**config.mk**
```make
export PLATFORM = sky130hd
export DESIGN_NAME = alu_mul_sequencer_flat
export DESIGN_NICKNAME = d
export VERILOG_FILES = /design/src/rtl/alu_pkg.sv /design/src/rtl/alu_mul_sequencer_if.sv /design/src/rtl/alu_mul_sequencer.sv /design/src/flat_wrapper.sv
export SDC_FILE = /design/constraint.sdc
export NUM_CORES = 1
export LEC_CHECK = 0
export ABC_AREA = 1
export CORE_AREA = 5 5 176 178
export CTS_CLUSTER_SIZE = 40
export DETAILED_ROUTE_END_ITERATION = 6
export DIE_AREA = 0 0 181 183
export PLACE_DENSITY = 0.68
export SLEW_MARGIN = 20
export SYNTH_ARGS = -nofsm -noshare
export SYNTH_HDL_FRONTEND = slang
export SYNTH_SLANG_ARGS = --single-unit
```
**constraint.sdc**
```tcl
create_clock -name clk -period 14 [get_ports clk]
set_clock_uncertainty 0.2 [all_clocks]
set_input_delay 4.2 -clock clk [delete_from_list [all_inputs] [get_ports clk]]
set_output_delay 4.2 -clock clk [all_outputs]
set_load 0.005 [all_outputs]
```
**src/rtl/alu_pkg.sv**
```systemverilog
// Shared ALU control codes and multiplier sequencer state encoding.
// Latency: n/a (declarations only). Backpressure: n/a.
package alu_pkg;

    localparam logic [3:0] ALU_AND = 4'b0000;
    localparam logic [3:0] ALU_OR  = 4'b0001;
    localparam logic [3:0] ALU_ADD = 4'b0010;
    localparam logic [3:0] ALU_SUB = 4'b0110;
    localparam logic [3:0] ALU_SLT = 4'b0111;

    typedef enum logic [1:0] {
        IDLE = 2'd0,
        RUN  = 2'd1,
        DONE = 2'd2
    } mul_state_t;

endpackage

```
**src/rtl/alu_mul_sequencer_if.sv**
```systemverilog
// Request/result and shared-ALU signals of the shift-add multiplier.
// Latency: n/a (wiring only). Backpressure: start is dropped unless the sequencer is idle.
interface alu_mul_sequencer_if #(
    parameter int WIDTH = 64
);
    logic             start;
    logic [WIDTH-1:0] multiplicand;
    logic [WIDTH-1:0] multiplier;
    logic             busy;
    logic             done;
    logic [WIDTH-1:0] product_hi;
    logic [WIDTH-1:0] product_lo;
    logic [WIDTH-1:0] alu_a;
    logic [WIDTH-1:0] alu_b;
    logic [3:0]       alu_ctrl;
    logic [WIDTH-1:0] alu_result;
    logic             alu_carry;

    // Sequencer side.
    modport slave (
        input  start, multiplicand, multiplier, alu_result, alu_carry,
        output busy, done, product_hi, product_lo, alu_a, alu_b, alu_ctrl
    );

    // Execute-stage side: issues requests and provides the ALU.
    modport master (
        output start, multiplicand, multiplier, alu_result, alu_carry,
        input  busy, done, product_hi, product_lo, alu_a, alu_b, alu_ctrl
    );
endinterface

```
**src/rtl/alu_mul_sequencer.sv**
```systemverilog
// Unsigned shift-add multiplier driving the shared ALU as its adder; WIDTH RUN cycles, done WIDTH+1 after start.
// Backpressure: none; start is only honoured in IDLE, otherwise dropped.
import alu_pkg::*;

module alu_mul_sequencer #(
    parameter int WIDTH = 64,
    parameter int CNT_W = 7
) (
    input  logic             clk,
    input  logic             reset,
    alu_mul_sequencer_if.slave bus
);

    mul_state_t       state_q, state_d;
    logic [WIDTH-1:0] mcand_q, mcand_d;
    logic [WIDTH-1:0] prod_hi_q, prod_hi_d;
    logic [WIDTH-1:0] prod_lo_q, prod_lo_d;
    logic [CNT_W-1:0] cnt_q, cnt_d;

    logic             busy;
    logic             done;
    logic [WIDTH-1:0] alu_a;
    logic [WIDTH-1:0] alu_b;
    logic [3:0]       alu_ctrl;

    always_ff @(posedge clk or posedge reset) begin
        if (reset) begin
            state_q   <= IDLE;
            mcand_q   <= '0;
            prod_hi_q <= '0;
            prod_lo_q <= '0;
            cnt_q     <= '0;
        end else begin
            state_q   <= state_d;
            mcand_q   <= mcand_d;
            prod_hi_q <= prod_hi_d;
            prod_lo_q <= prod_lo_d;
            cnt_q     <= cnt_d;
        end
    end

    always_comb begin
        state_d   = state_q;
        mcand_d   = mcand_q;
        prod_hi_d = prod_hi_q;
        prod_lo_d = prod_lo_q;
        cnt_d     = cnt_q;
        busy      = 1'b0;
        done      = 1'b0;
        alu_a     = '0;
        alu_b     = '0;
        alu_ctrl  = ALU_AND;

        unique case (state_q)
            IDLE: begin
                if (bus.start) begin
                    mcand_d   = bus.multiplicand;
                    prod_hi_d = '0;
                    prod_lo_d = bus.multiplier;
                    cnt_d     = '0;
                    state_d   = RUN;
                end
            end
            RUN: begin
                busy     = 1'b1;
                alu_ctrl = ALU_ADD;
                alu_a    = prod_hi_q;
                alu_b    = prod_lo_q[0] ? mcand_q : '0;
                // Shift the 2*WIDTH+1 bit {carry, sum, lo} right by one; carry lands in the top bit.
                prod_hi_d = {bus.alu_carry, bus.alu_result[WIDTH-1:1]};
                prod_lo_d = {bus.alu_result[0], prod_lo_q[WIDTH-1:1]};
                cnt_d     = cnt_q + CNT_W'(1);
                if (cnt_q == CNT_W'(WIDTH - 1)) begin
                    state_d = DONE;
                end
            end
            DONE: begin
                done    = 1'b1;
                state_d = IDLE;
            end
            default: begin
                state_d = IDLE;
            end
        endcase
    end

    assign bus.busy       = busy;
    assign bus.done       = done;
    assign bus.product_hi = prod_hi_q;
    assign bus.product_lo = prod_lo_q;
    assign bus.alu_a      = alu_a;
    assign bus.alu_b      = alu_b;
    assign bus.alu_ctrl   = alu_ctrl;

endmodule

```
**src/flat_wrapper.sv**
```systemverilog
// flat-port wrapper written by rule: the top's interface ports become plain ports
module alu_mul_sequencer_flat 
#(
    parameter int WIDTH = 64,
    parameter int CNT_W = 7
)
  (clk, reset, bus_start, bus_multiplicand, bus_multiplier, bus_alu_result, bus_alu_carry, bus_busy, bus_done, bus_product_hi, bus_product_lo, bus_alu_a, bus_alu_b, bus_alu_ctrl);
  alu_mul_sequencer_if #(.WIDTH(WIDTH)) bus_i ();
  input  logic clk;
  input  logic reset;
  input wire logic [$bits(bus_i.start)-1:0] bus_start;
  input wire logic [$bits(bus_i.multiplicand)-1:0] bus_multiplicand;
  input wire logic [$bits(bus_i.multiplier)-1:0] bus_multiplier;
  input wire logic [$bits(bus_i.alu_result)-1:0] bus_alu_result;
  input wire logic [$bits(bus_i.alu_carry)-1:0] bus_alu_carry;
  output wire logic [$bits(bus_i.busy)-1:0] bus_busy;
  output wire logic [$bits(bus_i.done)-1:0] bus_done;
  output wire logic [$bits(bus_i.product_hi)-1:0] bus_product_hi;
  output wire logic [$bits(bus_i.product_lo)-1:0] bus_product_lo;
  output wire logic [$bits(bus_i.alu_a)-1:0] bus_alu_a;
  output wire logic [$bits(bus_i.alu_b)-1:0] bus_alu_b;
  output wire logic [$bits(bus_i.alu_ctrl)-1:0] bus_alu_ctrl;
  assign bus_i.start = bus_start;
  assign bus_i.multiplicand = bus_multiplicand;
  assign bus_i.multiplier = bus_multiplier;
  assign bus_i.alu_result = bus_alu_result;
  assign bus_i.alu_carry = bus_alu_carry;
  assign bus_busy = bus_i.busy;
  assign bus_done = bus_i.done;
  assign bus_product_hi = bus_i.product_hi;
  assign bus_product_lo = bus_i.product_lo;
  assign bus_alu_a = bus_i.alu_a;
  assign bus_alu_b = bus_i.alu_b;
  assign bus_alu_ctrl = bus_i.alu_ctrl;
  alu_mul_sequencer #(.WIDTH(WIDTH), .CNT_W(CNT_W)) u_core (.clk(clk), .reset(reset), .bus(bus_i));
endmodule
```
# Word-level counts from Yosys, hierarchy flattened
# Index checks and enable logic that the tools add are counted.
# word_totals
reg_bits,201
out_inout_bits,262
# classes
add_sub_neg,1
n_eq_ne,5
n_mux,15
reduce_logical,5
# ops
op,count
two-way mux 64 bit,5
case mux 64 bit (2 select lines),2
case mux 7 bit (2 select lines),1
"adder 7 x 1 -> 7 bit, second input constant",1
"equality test 7 x 6 -> 1 bit, second input constant",1
two-way mux 7 bit,1
two-way mux 2 bit,3
AND reduction 2 bit,3
case mux 2 bit (2 select lines),1
"equality test 2 x 1 -> 1 bit, second input constant",1
"equality test 2 bit, second input constant",1
logical NOT 2 bit,1
two-way mux 1 bit,2
"!= test 2 x 1 -> 1 bit, second input constant",1
"!= test 2 bit, second input constant",1
nonzero test 2 bit,1

# Logic depth before layout (Yosys ltp)
# Gate-level depths: netlist of run 1.
# logic_depth
depth_word,3
mapped_depth,8
depth_no_buf,7

# Worst setup path after synthesis of run 1
# OpenSTA, ideal clock, no wires.
# synth_timing
path_kind,reg2out
start,register u_core.state_q[0]
end,output port bus_alu_a[25]
arrival_time_ns,1.059
t_required_ns,9.600
setup_slack_ns,8.541
stages_incl_launch_ff,5
cell_sequence,dfrtp_1 -> nand2_2 -> clkbuf_1 -> buf_2 -> nor2_1
# synth_via
elab_chain_len,2
# synth_lines
element,line_no,source
start: declaration,alu_mul_sequencer.sv:14,"mul_state_t state_q, state_d;"
start signal: assignment,alu_mul_sequencer.sv:34,state_q <= state_d;
equality test 2 x 1 -> 1 bit,alu_mul_sequencer.sv:54,unique case (state_q)
two-way mux 64 bit,alu_mul_sequencer.sv:54,
end: declaration,flat_wrapper.sv:20,output wire logic [$bits(bus_i.alu_a)-1:0] bus_alu_a;
# No other way between the ends.

# Worst setup path after layout of run 1
# layout_timing
start,register u_core.state_q[0]
end,output port bus_alu_ctrl[1]
# layout_via
elab_chain_len,2
# layout_lines
element,line_no,source
equality test 2 x 1 -> 1 bit,alu_mul_sequencer.sv:54,
two-way mux 2 bit,alu_mul_sequencer.sv:54,
end: declaration,flat_wrapper.sv:22,output wire logic [$bits(bus_i.alu_ctrl)-1:0] bus_alu_ctrl;
# No other way between the ends.

==> impl_results.md, run 1 <==
- Crit-path cells: nand2_4 > buf_4 > inv_4 > clkdlybuf4s50_1
- Family with the most delay on the worst path: buffers and inverters
- Sink Count: about 200
- CP endpoint kind: output port
- Largest net degree at the start of global routing: roughly 140
- CTS resizes: 0
- Final net count: 1779
- CTS hold repair buffers: 0
- Die height: ~180 µm
- Synth warn: 0
- Post-CTS setup buffer count: 0
- Vias per cell: between 4 and 5
- Width of the die: 181 µm
- Avg Cell Area, Syn: around 7.7 µm²
- Final worst-path cycle share: 0.552
- Hold Path Cell Cnt: 2
- Largest stage delay on the critical path: between 0.8 and 0.9 ns
- Final core occ: 0.498
- DR WL/cell: between 15 and 20 µm
- Initial core utilization: 0.307
- Status: finished, final reports clean
- Crit-path max FO: between 80 and 90
- Die area: 33100 µm²
- GRT Total Usage: 0.191
- Critical Path Slowest Stage Cell: buf_4
- Crit start category: register
- Post-Synthesis Cells: between 1000 and 1500
- Power per cell area: 97.1 nW/µm²
- Worst-margin pin slew: between 1 and 1.5 ns
- R2r worst-path depth: 6
- Hold Crit Start: u_core.mcand_q[0]$_DFFE_PP0P_
- Leak: 6.88 nW
- Fin. Hold Viols: 0
- TritonCTS Buffers: 24
- Hold path endpoint: u_core.mcand_q[0]$_DFFE_PP0P_
- First-pass GRT wire length: between 50000 and 60000 µm
- DP HPWL: around 23000 µm
- Antenna Violating Nets Remaining: 0
- H-tree Lvls: 1
- Critical setup path kind: register to output port
- Placeable Area: approximately 30000 µm²
- R2R setup slack: 10.64 ns
- Ant diodes: 0
- R2R Path Start: u_core.state_q[0]$_DFFE_PP0P_
- Antenna violations before repair: 0
- Critical path buffer and inverter count: 3
- Post-synthesis sequential area ratio: 0.561
- Required time worst endpoint: between 9 and 10 ns
- Reg-to-Reg End: u_core.bus.product_hi[52]$_DFFE_PP0P_
- IO Pins: ~460
- Layout cell share with drive strength beyond 1: 0.0369
- DR DRC count: 0
- RSZ-0062 raised after global routing: false
- Slew HR: 0.326
- Setup violations, final: 0
- DR pass1 iterations: 5
- Synthesis-to-finish area growth: 62.3%
- Critical path data arrival time: 3.32 ns
- Cell variety after synth: 21
- Maximum vdd drop: about 0.000071 V
- Vias in the first global route: slightly above 9000
- Setup TNS: 0 ns
- CTS clock-pin slew for the worst setup and hold paths: about 0.06 ns
- Drt first-iter violations: around 420
- Hold WC Path Type: register to register
- Cell area after synthesis: between 8000 and 9000 µm²
- Max_cap viols: 0
- CTS tree: done
- Min cycle time layout: around 7.7 ns
- PortBufs: approximately 450
- CTS Root Cell: clkbuf_16
- GPL Wtd Cong: slightly below 0.9
- Worst-Skew Late Latency: between 0.5 and 0.6 ns
- Achievable Freq: 129 MHz
- Routed WL: 33200 µm
- Grt ovf: 0
- Routed via count: 8949
- Clock Tree Buf Depth: 3
- Synth Register Bits: approximately 200
- Max Slew Vio Count: 0
- Num rows: between 60 and 70
area by class of cell:
cell class | count | area, µm²
Sequential cell | 201 | 5030
Multi-Input combinational cell | 815 | 3280
Timing Repair Buffer | 464 | 4640
Fill cell | 2776 | 14700
Inverter | 76 | 295
Clock buffer | 35 | 723
Tap cell | 390 | 488
Clock inverter | 8 | 98.8
layout by cell type (no fill, tap or decap), types with 2 or more instances in the layout:
cell	netlist	layout
clkdlybuf4s50_1	0	454
clkinv_2	0	4
conb_1	1	3
buf_4	10	9
dfrtp_1	201	200
nand3_1	69	69
inv_8	0	2
clkbuf_1	23	4
nand2_1	529	528
clkbuf_8	0	6
inv_1	73	72
nor2_1	136	136
clkbuf_16	0	25
inv_2	3	2
nand2_2	3	3
o21ai_0	68	68
bufinv_16	0	2
metal layers:
layer	global-route usage	up-vias	routed length, µm
met5	0	-	0
met4	0.0730	0	1430
met3	0.0557	78	2800
met2	0.329	387	15800
met1	0.226	4122	13200
li1	-	4362	-
worst max path at each step:
stage	from	slack [ns]	cells past startpoint	endpoint
after global routing	u_core.state_q[0]$_DFFE_PP0P_	6.06	4	bus_alu_ctrl[1]
final	u_core.state_q[0]$_DFFE_PP0P_	6.28	4	bus_alu_ctrl[1]
after floorplan	reset	4.12	1	u_core.bus.product_hi[0]$_DFFE_PP0P_
after detailed placement	u_core.state_q[0]$_DFFE_PP0P_	6.79	4	bus_alu_ctrl[1]
after CTS	u_core.state_q[0]$_DFFE_PP0P_	6.23	4	bus_alu_ctrl[1]
after global placement	u_core.state_q[0]$_DFFE_PP0P_	6.80	4	bus_alu_ctrl[1]
power by group:
part	switching, mW	internal [mW]
Combinational	0.0517	0.102
Clock	0.253	0.395
Sequential	0.0126	0.598
state kept, by name (all words and copies together) (netlist names):
signal	flops
u_core.bus.product_hi	64
u_core.bus.product_lo	64
u_core.mcand_q	64
u_core.cnt_q	7
u_core.state_q	2
cells by family (layout without fill, tap and decap cells):
logic type | after synthesis | count (layout) | synth area share
other | 1 | 3 | 0.000418
AO/OA/AOI/OAI | 72 | 72 | 0.0408
flip-flops | 201 | 201 | 0.561
adder cells (fa/ha/maj) | 1 | 1 | 0.00140
AND/OR/NAND/NOR | 739 | 739 | 0.321
buffers and inverters | 150 | 583 | 0.0751
per-stage QoR:
step	area [µm²]	cells	hold slack (ns)	total power [mW]	setup WS, ns
2_1_floorplan	8970	1166	0.249	0.654	4.12
3_3_place_gp	13700	1945	0.261	0.774	6.80
3_5_place_dp	13700	1945	0.265	0.776	6.79
4_1_cts	14500	1988	0.282	1.44	6.23
5_1_grt	14600	1989	0.300	1.47	6.06
6_report	14600	1989	0.278	1.41	6.28
Yosys cell counts:
| master | n | area share |
|---|---|---|
| a21oi_1 | 1 | 0.00056 |
| buf_1 | 3 | 0.0013 |
| buf_2 | 34 | 0.019 |
| buf_4 | 10 | 0.0084 |
| buf_6 | 4 | 0.0050 |
| clkbuf_1 | 23 | 0.0096 |
| conb_1 | 1 | 0.00042 |
| dfrtp_1 | 201 | 0.56 |
| ha_1 | 1 | 0.0014 |
| inv_1 | 73 | 0.031 |
| inv_2 | 3 | 0.0013 |
| nand2_1 | 529 | 0.22 |
| nand2_2 | 3 | 0.0021 |
| nand3_1 | 69 | 0.039 |
| nand3b_1 | 1 | 0.00084 |
| nor2_1 | 136 | 0.057 |
| nor2_4 | 1 | 0.0013 |
| o21ai_0 | 68 | 0.038 |
| o21ai_1 | 1 | 0.00056 |
| o21bai_1 | 1 | 0.00084 |
| o31ai_1 | 1 | 0.00084 |
tightest hold or removal path, stage by stage, from the launching register on:
cell and delay, ns:
dfrtp_1 0.34, nand2_1 0.05, nand2_1 0.05
Power figures use the tool's default switching activity.
==> run 2, diff against run 1 <==
--- a/config.mk
+++ b/config.mk
@@ -10,7 +10,7 @@
 export CTS_CLUSTER_SIZE = 40
 export DETAILED_ROUTE_END_ITERATION = 6
 export DIE_AREA = 0 0 181 183
-export PLACE_DENSITY = 0.68
+export PLACE_DENSITY = 0.7
 export SLEW_MARGIN = 20
 export SYNTH_ARGS = -nofsm -noshare
 export SYNTH_HDL_FRONTEND = slang
==> constraint.sdc (replaced) <==
create_clock -name clk -period 6.6 [get_ports clk]
set_clock_uncertainty 0.2 [all_clocks]
set_input_delay 1.98 -clock clk [delete_from_list [all_inputs] [get_ports clk]]
set_output_delay 1.98 -clock clk [all_outputs]
set_load 0.005 [all_outputs]
==> impl_results.md, run 2 (synthesis results as in run 1) <==
- Status: finished, final reports clean (unchanged)
- H-tree Lvls: 1 (unchanged)
- First-pass GRT wire length: 51300 µm (about the same)
- Worst-margin pin slew: 1.05 ns (was 1.01 ns)
- Antenna violations before repair: 0 (unchanged)
- CTS resizes: 0 (unchanged)
- Min cycle time layout: 5.22 ns
- DR pass1 iterations: 5 (unchanged)
- Fillcell total: 2804 (was 2776)
- Most common cell after layout, fill and taps aside: nand2_1 (unchanged)
- Setup WS post-layout: 1.38 ns (was 6.28 ns)
- GPL Wtd Cong: 0.843 (was 0.871)
- Setup slack at placement: 1.90 ns (was 6.79 ns)
- Antenna Violating Nets Remaining: 0 (unchanged)
- Largest net degree at the start of global routing: 134 (was 135)
- Num rows: 63 (unchanged)
- DR WL/cell: 16.6 µm (was 16.7 µm)
- Clock Tree Buf Depth: 3 (unchanged)
- Largest stage delay on the critical path: 0.78 ns (was 0.84 ns)
- Die area: 33100 µm² (unchanged)
- Leak: 6.86 nW (was 6.88 nW)
- Maximum vdd drop: 0.000124 V (was 0.0000705 V)
- Required time worst endpoint: 4.42 ns (was 9.60 ns)
- Grt ovf: 0 (unchanged)
- PortBufs: 454 (unchanged)
- CTS clock-pin slew for the worst setup and hold paths: 0.06 ns (about the same)
- Drt first-iter violations: 549 (was 419)
- Setup TNS: 0 ns (unchanged)
- GRT Total Usage: 0.189 (was 0.191)
- Max Slew Vio Count: 0 (unchanged)
- Die height: 183 µm (unchanged)
- Synthesis-to-finish area growth: 62.1% (was 62.3%)
- Worst-Skew Late Latency: 0.52 ns (was 0.51 ns)
- CP endpoint kind: output port (unchanged)
- TritonCTS Buffers: 24 (unchanged)
- Area occupied by multi-input gates: 3280 µm² (unchanged)
- Total power: 2.97 mW (was 1.41 mW)
- Vias per cell: 4.53 (was 4.50)
- CTS hold repair buffers: 0 (unchanged)
- Hold WC Path Type: register to register (unchanged)
- Most frequent cells in the layout: 528 x nand2_1, 454 x clkdlybuf4s50_1, 200 x dfrtp_1 (unchanged)
- Crit-path max FO: 93 (was 87)
- Crit-path cells: nand2_4 > inv_4 > clkdlybuf4s50_1 (was nand2_4 > buf_4 > inv_4 > clkdlybuf4s50_1)
- Power per cell area: 204 nW/µm² (was 97.1 nW/µm²)
- Ant diodes: 0 (unchanged)
- Fin. Hold Viols: 0 (unchanged)
- Achievable Freq: roughly 190 MHz
- Slew HR: 0.297 (was 0.326)
- Width of the die: 181 µm (unchanged)
- Max_cap viols: 0 (unchanged)
- DR DRC count: 0 (unchanged)
- CTS Root Cell: clkbuf_16 (unchanged)
- Critical path data arrival time: 3.04 ns (was 3.32 ns)
- Crit start category: register (unchanged)
- Total area of sequential cells: 5030 µm² (unchanged)
- Post-CTS setup buffer count: 0 (unchanged)
- Placeable Area: 29200 µm² (unchanged)
- Final worst-path cycle share: 0.791
- Final net count: 1779 (unchanged)
- Initial core utilization: 0.307 (unchanged)
- IO Pins: 458 (unchanged)
- Critical Path Slowest Stage Cell: inv_4 (was buf_4)
- Setup violations, final: 0 (unchanged)
- Routed via count: 9008 (was 8949)
- CTS tree: done (unchanged)
- Routed WL: 33000 µm (was 33200 µm)
- RSZ-0062 raised after global routing: false (unchanged)
- Sink Count: 201 (unchanged)
- Layout cell share with drive strength beyond 1: 0.0363 (was 0.0369)
- Critical setup path kind: register to output port (unchanged)
- DP HPWL: 23200 µm (was 23100 µm)
- Vias in the first global route: 9263 (was 9270)
[run 2: cell types whose count changed in the layout (fill, tap and decap cells not counted), sizes merged]
cell	previous run	this run
clkbuf	35	33
inv	77	76
clkinv	4	5
[run 2: layout make-up]
class                      count  area share
timing repair buffer         464       0.320
tap                          390      0.0336
clock inverter                 8     0.00723
inverter                      76      0.0201
clock buffer                  33      0.0478
multi-input combinational    815       0.225
sequential                   201       0.346
[run 2: final timing paths]
path,from,depth (start not counted),slack [ns],to
worst min-delay path,u_core.mcand_q[15]$_DFFE_PP0P_,2,0.28,u_core.mcand_q[15]$_DFFE_PP0P_
worst max register to register,u_core.state_q[0]$_DFFE_PP0P_,5,3.21,u_core.bus.product_lo[37]$_DFFE_PP0P_
max in group asynchronous,reset,3,3.59,u_core.bus.product_lo[0]$_DFFE_PP0P_
min in group asynchronous,reset,3,1.76,u_core.bus.product_hi[63]$_DFFE_PP0P_
worst min register to register,u_core.mcand_q[15]$_DFFE_PP0P_,2,0.28,u_core.mcand_q[15]$_DFFE_PP0P_
worst max-delay path,u_core.state_q[0]$_DFFE_PP0P_,3,1.38,bus_alu_ctrl[1]
[run 2: layer usage]
layer | global-route usage | part of all wire | vias up
met5 | 0 | 0 | -
li1 | - | - | 4357
met2 | 0.329 | 0.48 | 375
met1 | 0.225 | 0.40 | 4213
met3 | 0.0565 | 0.086 | 63
met4 | 0.0630 | 0.035 | 0
[run 2: critical path, delay by kind of cell (launching register included)]
family                 cells  cell delay (ns)
buffers and inverters      2             1.41
AND/OR/NAND/NOR            1             0.56
flip-flops                 1             0.46
[run 2: power breakdown]
group          leakage, nW  internal, mW  switching (mW)
Clock                0.398         0.812           0.532
Combinational         4.00         0.217           0.112
Sequential            2.46          1.27          0.0264
Total                 6.86          2.30           0.671
[run 2: metrics by stage]
step,utilization,hold WS (ns),cells,instance area [µm²]
4_1_cts,0.497,0.281,1987,14500
3_3_place_gp,0.470,0.262,1946,13700
3_5_place_dp,0.470,0.265,1946,13700
5_1_grt,0.497,0.294,1987,14500
6_report,0.497,0.276,1987,14500
2_1_floorplan,-,0.249,1166,8970
